==> config.mk <==
export PLATFORM = sky130hd
export DESIGN_NAME = stopwatch_core
export DESIGN_NICKNAME = d
export VERILOG_FILES = /design/src/rtl/stopwatch_core.sv
export SDC_FILE = /design/constraint.sdc
export NUM_CORES = 1
export LEC_CHECK = 0
export CAP_MARGIN = 10
export CORE_ASPECT_RATIO = 0.5
export CORE_UTILIZATION = 53
export CTS_CLUSTER_DIAMETER = 100
export DETAILED_ROUTE_END_ITERATION = 12
export PLACE_DENSITY = 0.82
export SLEW_MARGIN = 5
export SYNTH_ARGS = -nofsm -noshare
export SYNTH_HDL_FRONTEND = slang
export SYNTH_SLANG_ARGS = --single-unit
==> constraint.sdc <==
create_clock -name clk_1Khz -period 3.64 [get_ports clk_1Khz]
set_clock_uncertainty 0.2 [all_clocks]
set_input_delay 0.728 -clock clk_1Khz [delete_from_list [all_inputs] [get_ports clk_1Khz]]
set_output_delay 0.728 -clock clk_1Khz [all_outputs]
set_load 0.02 [all_outputs]
==> src/rtl/stopwatch_core.sv <==
// BCD stopwatch/timer core: single-clock digit cascade with up/down counting,
// tick prescaler, lap capture with display freeze and a run/pause/done FSM.
module stopwatch_core #(
    parameter int MIN_DIGITS = 2,
    parameter int TICK_DIV   = 1
) (
    input  logic                          clk_1Khz,
    input  logic                          rst,
    input  logic                          en,
    input  logic                          mode,
    input  logic                          load,
    input  logic [4*(MIN_DIGITS+5)-1:0]   preset,
    input  logic                          lap,
    input  logic                          lap_clr,
    output logic [4*(MIN_DIGITS+5)-1:0]   count,
    output logic [4*(MIN_DIGITS+4)-1:0]   dispbuf,
    output logic [1:0]                    state,
    output logic                          done,
    output logic                          wrap,
    output logic                          frozen
);

    localparam int N  = MIN_DIGITS + 5;
    localparam int W  = 4 * N;
    localparam int PW = (TICK_DIV > 1) ? $clog2(TICK_DIV) : 1;
    localparam logic [PW-1:0] PRE_LAST = PW'(TICK_DIV - 1);

    typedef enum logic [1:0] {
        IDLE  = 2'd0,
        RUN   = 2'd1,
        PAUSE = 2'd2,
        DONE  = 2'd3
    } state_t;

    state_t         cur_state, nxt_state;
    logic [W-1:0]   count_next, lap_reg, inc_val, dec_val;
    logic [PW-1:0]  pre, pre_next;
    logic           done_next, wrap_next, inc_carry, tick;

    // Digit 4 (counting from msec0) is the tens-of-seconds digit.
    function automatic logic [3:0] digit_max(input int i);
        return (i == 4) ? 4'd5 : 4'd9;
    endfunction

    // Returns {carry_out, value}; carry_out set only when rolling over from all-max.
    function automatic logic [W:0] bcd_inc(input logic [W-1:0] v);
        logic [W-1:0] r;
        logic         c;
        r = v;
        c = 1'b1;
        for (int i = 0; i < N; i++) begin
            if (c) begin
                if (r[4*i +: 4] >= digit_max(i)) begin
                    r[4*i +: 4] = 4'd0;
                end else begin
                    r[4*i +: 4] = r[4*i +: 4] + 4'd1;
                    c = 1'b0;
                end
            end
        end
        return {c, r};
    endfunction

    // Saturates at zero rather than underflowing.
    function automatic logic [W-1:0] bcd_dec(input logic [W-1:0] v);
        logic [W-1:0] r;
        logic         b;
        r = v;
        b = (v != '0);
        for (int i = 0; i < N; i++) begin
            if (b) begin
                if (r[4*i +: 4] == 4'd0) begin
                    r[4*i +: 4] = digit_max(i);
                end else begin
                    r[4*i +: 4] = r[4*i +: 4] - 4'd1;
                    b = 1'b0;
                end
            end
        end
        return r;
    endfunction

    function automatic logic [W-1:0] sanitise(input logic [W-1:0] v);
        logic [W-1:0] r;
        r = v;
        for (int i = 0; i < N; i++) begin
            if (r[4*i +: 4] > digit_max(i)) r[4*i +: 4] = digit_max(i);
        end
        return r;
    endfunction

    assign {inc_carry, inc_val} = bcd_inc(count);
    assign dec_val = bcd_dec(count);
    assign tick    = (cur_state == RUN) && (pre == PRE_LAST) && !load;

    // NOTE: every always_comb output gets a default first so no path can infer a latch.
    always_comb begin
        nxt_state  = cur_state;
        count_next = count;
        done_next  = done;
        wrap_next  = 1'b0;
        pre_next   = pre;

        if (load) begin
            count_next = sanitise(preset);
            done_next  = 1'b0;
            pre_next   = '0;
            nxt_state  = en ? RUN : PAUSE;
        end else begin
            unique case (cur_state)
                IDLE:    if (en) nxt_state = RUN;
                RUN: begin
                    if (!en) nxt_state = PAUSE;
                    if (tick) begin
                        if (mode) begin
                            count_next = dec_val;
                            if (dec_val == '0) begin
                                nxt_state = DONE;
                                done_next = 1'b1;
                            end
                        end else begin
                            count_next = inc_val;
                            wrap_next  = inc_carry;
                        end
                    end
                end
                PAUSE:   if (en) nxt_state = RUN;
                DONE:    ;
                default: nxt_state = IDLE;
            endcase

            // Prescaler only advances while staying in RUN; zero otherwise.
            if (nxt_state == RUN && cur_state == RUN)
                pre_next = (pre == PRE_LAST) ? '0 : pre + 1'b1;
            else
                pre_next = '0;
        end
    end

    // NOTE: sequential state uses non-blocking assignments so all registers update together.
    always_ff @(posedge clk_1Khz or posedge rst) begin
        if (rst) begin
            cur_state <= IDLE;
            count     <= '0;
            done      <= 1'b0;
            wrap      <= 1'b0;
            pre       <= '0;
            lap_reg   <= '0;
            frozen    <= 1'b0;
        end else begin
            cur_state <= nxt_state;
            count     <= count_next;
            done      <= done_next;
            wrap      <= wrap_next;
            pre       <= pre_next;
            if (lap_clr) begin
                frozen <= 1'b0;
            end else if (lap) begin
                lap_reg <= count;
                frozen  <= 1'b1;
            end
        end
    end

    assign state   = cur_state;
    assign dispbuf = frozen ? lap_reg[W-1:4] : count[W-1:4];

endmodule

## Yosys cells after proc, flatten, opt, wreduce, memory -nomap -nowiden

Cells that the tools add are included.

- Register bits after elaboration: 62
- Bits of input ports: 35
- Output and inout bits: 57

- Mux-type cells: 87
- Bitwise operators: 2
- Equal/unequal tests: 3
- $add $sub $neg: 15
- Reductions and logical operators: 35
- Magnitude comparators: 14

Operator list:

| operator | count |
|---|---|
| $mux W4 | 34 |
| $mux W28 | 4 |
| $mux W1 | 39 |
| $add A4 B1 Y4 const B | 7 |
| $logic_not A28 Y1 | 1 |
| $logic_not A4 Y1 | 7 |
| $reduce_bool A28 Y1 | 1 |
| $sub A4 B1 Y4 const B | 7 |
| $ge A4 B4 Y1 const B | 6 |
| $gt A4 B4 Y1 const B | 6 |
| $mux W24 | 1 |
| $reduce_and A3 Y1 | 6 |
| $reduce_bool A3 Y1 | 6 |
| $mux W2 | 8 |
| $reduce_bool A2 Y1 | 5 |
| $eq A2 B1 Y1 const B | 2 |
| $ge A4 B3 Y1 const B | 1 |
| $gt A4 B3 Y1 const B | 1 |
| $pmux W2 S2 | 1 |
| $reduce_and A2 Y1 | 2 |
| $reduce_and A4 Y1 | 1 |
| $logic_and A1 B1 Y1 | 3 |
| $eq A2 B2 Y1 const B | 1 |
| $logic_not A2 Y1 | 1 |
| 4 further kinds | 5 |

## Logic depth before layout (Yosys ltp)

Gate-level depths: netlist of the first run.

- Depth in word-level cells: 19
- Mapped depth: 11
- Gate-level depth less buffers: 9

## Worst setup path before layout of the first run

OpenSTA, ideal clock, no wires.

- Kind: register to register
- Start point: reg count[0]
- End point: reg cur_state[1], in the netlist state[1]
- Path slack: 0.169 ns
- Cell stages (with the launch flop): 11
- Buffers on the path: 1
- Data arrival time: 3.189 ns
- Required time: 3.358 ns
- Path through: dfrtp_1 > clkbuf_1 > inv_1 > ha_1 > or3b_1 > nor4_4 > and3_1 > o221ai_1 > or4_1 > a2111o_1 > a31oi_1

- Longest elaborated chain between the ends: 16
- Elaborated cells between the ends (all ways): 25
- Those cells by class: add/sub (1); mux (21); reduce/logical (3)

RTL lines:

| item | line | RTL |
|---|---|---|
| start, declared | 15 | `output logic [4*(MIN_DIGITS+5)-1:0] count,` |
| start signal, assigned | 152 | `count <= count_next;` |
| $logic_not A4 Y1 | 72 | `if (r[4*i +: 4] == 4'd0) begin` |
| $mux W1 | 72 |  |
| $mux W1 (6 in series) | 71 | `if (b) begin` |
| $mux W4 | 71 |  |
| $logic_not A28 Y1 (*) | 117 | `if (dec_val == '0) begin` |
| $mux W2 (*) | 117 |  |
| $mux W2 (*) | 115 | `if (mode) begin` |
| $mux W2 (*) | 114 | `if (tick) begin` |
| $pmux W2 S2 (*) | 110 | `unique case (cur_state)` |
| $mux W2 (*) (2 in series) | 104 | `if (load) begin` |
| end signal, assigned | 151 | `cur_state <= nxt_state;` |
| end, declared | 35 | `state_t cur_state, nxt_state;` |

Every way passes the cells marked *; elsewhere a longest branch is shown, timed or not. The select of a mux whose other input is x is not followed.
A chain may end at the register's enable or synchronous reset.

## Worst setup path in the final report of the first run

- Start point: reg count[9]
- End point: reg cur_state[1], in the netlist state[1]

- Longest elaborated chain between the ends: 15
- Elaborated cells between the ends (all ways): 25
- Those cells by class: add/sub (1); mux (21); reduce/logical (3)

RTL lines:

| item | line | RTL |
|---|---|---|
| $reduce_bool A28 Y1 | 69 | `b = (v != '0);` |
| $mux W1 (6 in series) | 71 |  |
| $mux W4 | 71 |  |
| $logic_not A28 Y1 (*) | 117 |  |
| $mux W2 (*) | 117 |  |
| $mux W2 (*) | 115 |  |
| $mux W2 (*) | 114 |  |
| $pmux W2 S2 (*) | 110 |  |
| $mux W2 (*) (2 in series) | 104 |  |

Marks and branches as above.

==> results.md, run 1 <==
* Final std cell area, no fill at 6266 µm²
* Post-CTS Setup Repair Bufs at 0
* Hold/Removal Path Class: flip-flop to flip-flop
* Number of antenna violations at the first check in global routing at 0
* Mapped cell area at 4576 µm²
* Number of max-slew violations in the final report at 0
* Transition time at the pin with the least slew margin at 945.8 ps
* Primary flip-flop cell chosen by synthesis mapping: sky130_fd_sc_hd__dfrtp_1
* Maxcap violations at 0
* Layout area overhead at 36.94%
* Fraction of the mapped netlist area in simple logic gates at 0.2209
* Cell taking the most area after synthesis: sky130_fd_sc_hd__dfrtp_1
* Largest buffer count on any clock path at 2
* IR drop worst, VDD at 347.2 µV
* Maximum number of pins on one net before global-route repair at 35
* Num CTS Buffers at 9
* Total die area at 9031 µm²
* Final setup violation count at 0
* Count of routing violations after the opening detailed-route iteration at 464
* Layout net count at 734
* Depth of the CTS H-tree at 3
* Top area cells in the synthesized netlist: sky130_fd_sc_hd__dfrtp_1 (31%), sky130_fd_sc_hd__mux2_2 (9.1%), sky130_fd_sc_hd__o21ai_0 (6.9%)
* Starting Density at 0.5599
* Num ports at 92
* Count of standard-cell rows at 23
* Slowest-stage cell, CP: sky130_fd_sc_hd__or4_1
* Nets in the synthesized netlist at 610
* Fill cell total of the finished layout at 605
* Compound-cell area share of the yosys netlist at 0.2480
* Placed cells at 779
* Number of enable-type register cells in the synthesized netlist at 0
* DR WL/cell at 19.37 µm
* Category of the worst setup path launch point: flip-flop
* Clock tree from TritonCTS: yes
* Total routing usage reported by global routing at 0.3564
* Clock input transition at the sequential cells of the worst setup and hold paths at 60 ps
* Leftover overflow at the end of global routing at 0
* Crit-path max FO at 9
* Arrival time reported for the critical path endpoint at 3600 ps
* Number of remaining DRC errors at 0
* Via density per instance at 6.345
* Unique cell type count in the Yosys netlist at 72
* Overall die height at 67.70 µm
* Number of global-route vias before repair at 4,683
* Largest stage delay on the critical path at 500 ps
* CTS Sinks at 57
* Post-synthesis xor/xnor area fraction at 0.01340
* Std-Cell Core Area at 8173 µm²
* Fraction of registers with async set or reset after synthesis at 1.000
* Placer's final routability congestion estimate at 1.005
* Number of standard cells after synthesis at 554
* Adder and majority cell fraction of the synthesized area at 0.05742
* Dominant combinational cell family by area after synthesis: compound AO/OA/AOI/OAI gates
* Maximum achievable frequency at 282.0 MHz
* Instance area after placement at 5917 µm²
* Clock tree root buffer cell: sky130_fd_sc_hd__clkbuf_16
* Multi-input gate area at 2927 µm²
* Total power density per cell area at 602.5 nW/µm²
* Insertion delay to the later sink of the worst-skew pair at 340 ps
* Port Buffers at 91
* First-pass GRT wire length at 24.26 mm
* Final ANT Viol Nets at 0
* Worst slew margin relative to its limit at 0.3652
* Chip Width at 133.4 µm
* Crit path cell chain: inv_1, ha_1, nor3b_1, nand3_1, buf_4, o31ai_2, o211ai_1, or4_1, a2111o_1, a31oi_1
* Proportion of netlist area held by the largest area contributor at 0.3117
* Final hold violation count at 0
* Reg area at 1426 µm²
* Final HPWL from detailed placement at 11.20 mm
* Setup crit end kind: flip-flop
* Multiplexer fraction of the synthesized cell area at 0.09543
* Synth Area per Inst at 8.259 µm²
* Share of cells above drive strength 1 at 0.1859
* Detailed-route via count at 5,044
* First-pass iteration count of the detailed router at 8
* Worst path required time at 3700 ps
* Shortest period the worst path allows at 3546 ps
* Yosys warning count at 0
* Type of the setup path with the least slack: flip-flop to flip-flop
* Number of synthesized register bits at 57
* Max FFs per register at 28
* Number of diodes at 0
* Leakage power of the design at 2.571 nW
* Period utilization at 0.9741
* Drt total wl at 15.40 mm
* Finished Layout Cells at 795
* Outcome: finished, final reports clean
* Proportion of synthesized chip area in sequential cells at 0.3117
==> cells in the mapped netlist, drive strengths merged, types with 3 or more instances <==
cell     count
a211oi       4
a21o         4
a21oi       33
a221oi       4
a22oi        3
a31oi        7
a41oi        3
and2         4
and3         4
buf          4
clkbuf      30
dfrtp       57
ha          21
inv         24
mux2        37
nand2       53
nand2b       8
nand3       15
nand3b       3
nand4        3
nor2        46
nor2b        6
nor3        17
nor3b        8
nor4         8
o2111ai      3
o211ai       3
o21ai       64
o22ai        4
o31ai       15
or3          3
or3b         7
xnor2        4
xor2         3
==> path summary, 6_finish.rpt <==
check / start / end / slack, ps / cells after the start
hold reg to reg: lap_reg[21] / lap_reg[21] / 300 / 1
hold / removal: lap_reg[21] / lap_reg[21] / 300 / 1
setup / recovery: count[9] / state[1] / 90 / 10
setup reg to reg: count[9] / state[1] / 90 / 10
max in group asynchronous: rst / count[27] / 1930 / 3
min in group asynchronous: rst / lap_reg[17] / 640 / 2
==> kinds of logic after synthesis <==
family,after synthesis
AOI/OAI and AO/OA,177
xor gates and xnor gates,7
adders and majority gates,21
buffers and inverters,60
DFF,57
muxes,39
and+or+nand+nor,193
==> layout make-up <==
cell class / count / share of cell area
clock buffer: 12 / 0.04093
timing repair buffer: 147 / 0.2145
sequential: 57 / 0.2276
clock inverter: 4 / 0.01198
inverter: 26 / 0.01558
multi-input combinational: 437 / 0.4671
tap: 112 / 0.02236
==> per-stage QoR <==
| stage | hold WS [ps] | worst slack, ps | total power, W | TNS, ps | util |
|---|---|---|---|---|---|
| after detailed placement | 293.8 | -25.83 | 0.002767 | -25.83 | 0.7240 |
| final | 304.5 | 94.26 | 0.003775 | 0 | 0.7667 |
| after CTS | 305.2 | 47.88 | 0.003733 | 0 | 0.7645 |
| after global placement | 282.9 | 77.13 | 0.002736 | 0 | 0.7240 |
| after global routing | 323.4 | -32.82 | 0.003974 | -32.82 | 0.7667 |
| after floorplan | 275.0 | 169.1 | 0.002010 | 0 | - |
==> critical path: cells and delay by family (launching register included) <==
family,cells,cell delay (ps)
AND/OR/NAND/NOR,3,1090
adder cells (fa/ha/maj),1,310
buffers and inverters,2,360
flip-flops,1,380
AO/OA/AOI/OAI,4,1120
==> per-layer routing <==
layer  up-vias  track usage  wire length [µm]
li1       2308            -                 -
met1      2381       0.4822              6811
met2       321       0.5280              6387
met3        34       0.1276              1912
met4         0       0.1080               291
met5         -      0.04444                 0
==> power breakdown <==
| part | internal (W) | switching (W) | total [W] |
|---|---|---|---|
| Clock | 0.000637 | 0.000318 | 0.000955 |
| Combinational | 0.000845 | 0.00102 | 0.00186 |
| Sequential | 0.000801 | 0.000155 | 0.000956 |
==> layout by cell type, fill, tap and decap left out, drive strengths merged, types with 17 or more instances in the layout <==
master | synthesis | layout
nor3 | 17 | 17
a21oi | 33 | 33
ha | 21 | 21
mux2 | 37 | 37
inv | 24 | 24
dfrtp | 57 | 57
o21ai | 64 | 64
clkdlybuf4s50 | 0 | 91
buf | 4 | 56
nor2 | 46 | 46
nand2 | 53 | 53
==> repair_timing <==
| item | 4_1_cts | 5_1_grt |
|---|---|---|
| setup endpoints to repair | 0 | 3 |
| resized for setup | 0 | 5 |
| hold buffers | 0 | 0 |
Power figures use the tool's default switching activity.
==> run 2, diff against run 1 <==
--- a/config.mk
+++ b/config.mk
@@ -9,6 +9,6 @@
 export CORE_ASPECT_RATIO = 0.5
-export CORE_UTILIZATION = 53
+export CORE_UTILIZATION = 48
 export CTS_CLUSTER_DIAMETER = 100
 export DETAILED_ROUTE_END_ITERATION = 12
-export PLACE_DENSITY = 0.82
+export PLACE_DENSITY = 0.78
 export SLEW_MARGIN = 5
==> constraint.sdc (replaced) <==
create_clock -name clk_1Khz -period 3.25 [get_ports clk_1Khz]
set_clock_uncertainty 0.2 [all_clocks]
set_input_delay 0.65 -clock clk_1Khz [delete_from_list [all_inputs] [get_ports clk_1Khz]]
set_output_delay 0.65 -clock clk_1Khz [all_outputs]
set_load 0.1 [all_outputs]
==> results.md, run 2 (same netlist as run 1, synthesis figures left out) <==
* Overall die height at 71.04 µm
* Chip Width at 140.1 µm
* Total power of the final layout at 0.005260 W
* Routing layer with the top usage in global route: met2
* Final std cell area, no fill at 6449 µm²
* Transition time at the pin with the least slew margin at 686.7 ps
* Port Buffers at 91
* Path depth of the worst reg2reg path at 9
* Clock input transition at the sequential cells of the worst setup and hold paths at 50 ps
* Multi-input gate area at 3062 µm²
* Type of the setup path with the least slack: flip-flop to flip-flop
* Endpoint of the worst register-to-register path: state[1]
* Slowest-stage cell, CP: sky130_fd_sc_hd__or4_1
* Worst slew margin relative to its limit at 0.5395
* Via density per instance at 6.158
* Sum of negative setup slack at 0 ps
* Reg area at 1446 µm²
* Detailed-route via count at 5,068
* Worst hold start: lap_reg[26]
* Maximum number of pins on one net before global-route repair at 35
* Total die area at 9951 µm²
* Total power density per cell area at 815.6 nW/µm²
* Drt total wl at 15.21 mm
* Global-route met1 utilization at 0.4278
* Num ports at 92
* Instance area after placement at 6076 µm²
* Starting Density at 0.5096
* Met2 routing resource usage after global routing at 0.4728
* Final HPWL from detailed placement at 11.10 mm
* Std-Cell Core Area at 8979 µm²
* Insertion delay to the later sink of the worst-skew pair at 340 ps
* Final ANT Viol Nets at 0
* Worst path required time at 3310 ps
* Hold/Removal Path Class: flip-flop to flip-flop
* Clock tree root buffer cell: sky130_fd_sc_hd__clkbuf_16
* Worst-case hold path end point: lap_reg[26]
* Depth of the CTS H-tree at 3
* Maxcap violations at 0
* CP delay by family, top: simple AND/OR/NAND/NOR gates
* Cells on Worst Hold Path at 1
* Placed cells at 807
* Most common library cell in the layout ignoring fill and taps: sky130_fd_sc_hd__buf_4
* Largest stage delay on the critical path at 530 ps
* Number of remaining DRC errors at 0
* Crit path cell chain: inv_2, ha_1, or3b_4, nor4_4, and3_1, o221ai_2, or4_1, a2111o_1, a31oi_1
* Count of routing violations after the opening detailed-route iteration at 481
* Share of cells above drive strength 1 at 0.3669
* CTS Sinks at 57
* Final hold violation count at 0
* Period utilization at 0.9823
* Worst hold slack across all endpoints at 301.6 ps
* IR drop worst, VDD at 700.4 µV
* Leftover overflow at the end of global routing at 0
* Largest buffer count on any clock path at 2
* First-pass iteration count of the detailed router at 5
* Layout net count at 757
* Clock tree from TritonCTS: yes
* Total routing usage reported by global routing at 0.3102
* Category of the worst setup path launch point: flip-flop
* Leakage power of the design at 2.762 nW
* Number of global-route vias before repair at 4,679
* Number of diodes at 0
* Post-CTS Setup Repair Bufs at 0
* Arrival time reported for the critical path endpoint at 3250 ps
* DR WL/cell at 18.48 µm
* Startpoint of the worst-slack reg-to-reg timing path: count[4]
* Layout area overhead at 40.94%
* Reg-to-reg slack, setup at 60 ps
* Count of standard-cell rows at 24
* First-pass GRT wire length at 23.74 mm
* Maximum achievable frequency at 313.2 MHz
* Placer's final routability congestion estimate at 0.9906
* Met3 demand-to-capacity share in global routing at 0.08395
* Finished Layout Cells at 823
* Commonest cells after routing, fill and taps aside: sky130_fd_sc_hd__buf_4 (132), sky130_fd_sc_hd__nand2_1 (52), sky130_fd_sc_hd__o21ai_0 (48)
* Setup crit end kind: flip-flop
* Max FFs per register at 28
* Number of antenna violations at the first check in global routing at 0
* Buffers & Inverters on Critical Path at 1
* Final setup violation count at 0
* Num CTS Buffers at 9
* Fill cell total of the finished layout at 722
* Number of max-slew violations in the final report at 0
* Hold buffer count at CTS at 0
* Crit-path max FO at 4
* Outcome: finished, final reports clean
* Worst setup startpoint: count[4]
* Shortest period the worst path allows at 3193 ps
-- run 2: final cells by class --
cell class | count | area share
timing repair buffer | 170 | 0.2189
inverter | 26 | 0.01552
sequential | 57 | 0.2243
clock buffer | 11 | 0.03919
tap | 117 | 0.02270
multi-input combinational | 437 | 0.4748
clock inverter | 5 | 0.004657
-- run 2: report_power, final --
group | internal (W) | leakage [nW] | total [W] | switching [W]
sequential | 0.000907 | 0.684 | 0.00105 | 0.000144
clock | 0.000552 | 0.137 | 0.000898 | 0.000346
combinational | 0.00101 | 1.94 | 0.00331 | 0.00230
total | 0.00247 | 2.76 | 0.00526 | 0.00279
-- run 2: worst max-delay path by stage --
stage | endpoint | slack [ps] | cells after the start
finish | state[1] | 60 | 9
global placement | state[1] | -70 | 8
CTS | state[1] | 40 | 9
global route | state[1] | -60 | 10
floorplan | state[1] | -170 | 10
detailed placement | state[1] | -220 | 8
-- run 2: layer usage --
| metal | up-vias | routed length, µm |
|---|---|---|
| met1 | 2409 | 6673 |
| met2 | 276 | 6685 |
| met5 | - | 50 |
| li1 | 2349 | - |
| met4 | 2 | 276 |
| met3 | 32 | 1526 |
-- run 2: per-stage QoR --
stage	setup slack (ps)	util
6_report	57.43	0.7182
5_1_grt	-57.75	0.7182
4_1_cts	40.30	0.7082
3_5_place_dp	-224.8	0.6767
3_3_place_gp	-71.96	0.6767
2_1_floorplan	-167.5	-
-- run 2: what timing repair did --
item / CTS / global route
setup endpoints to repair: 0 / 4
resized for setup: 0 / 19
hold endpoints to repair: 0 / 0
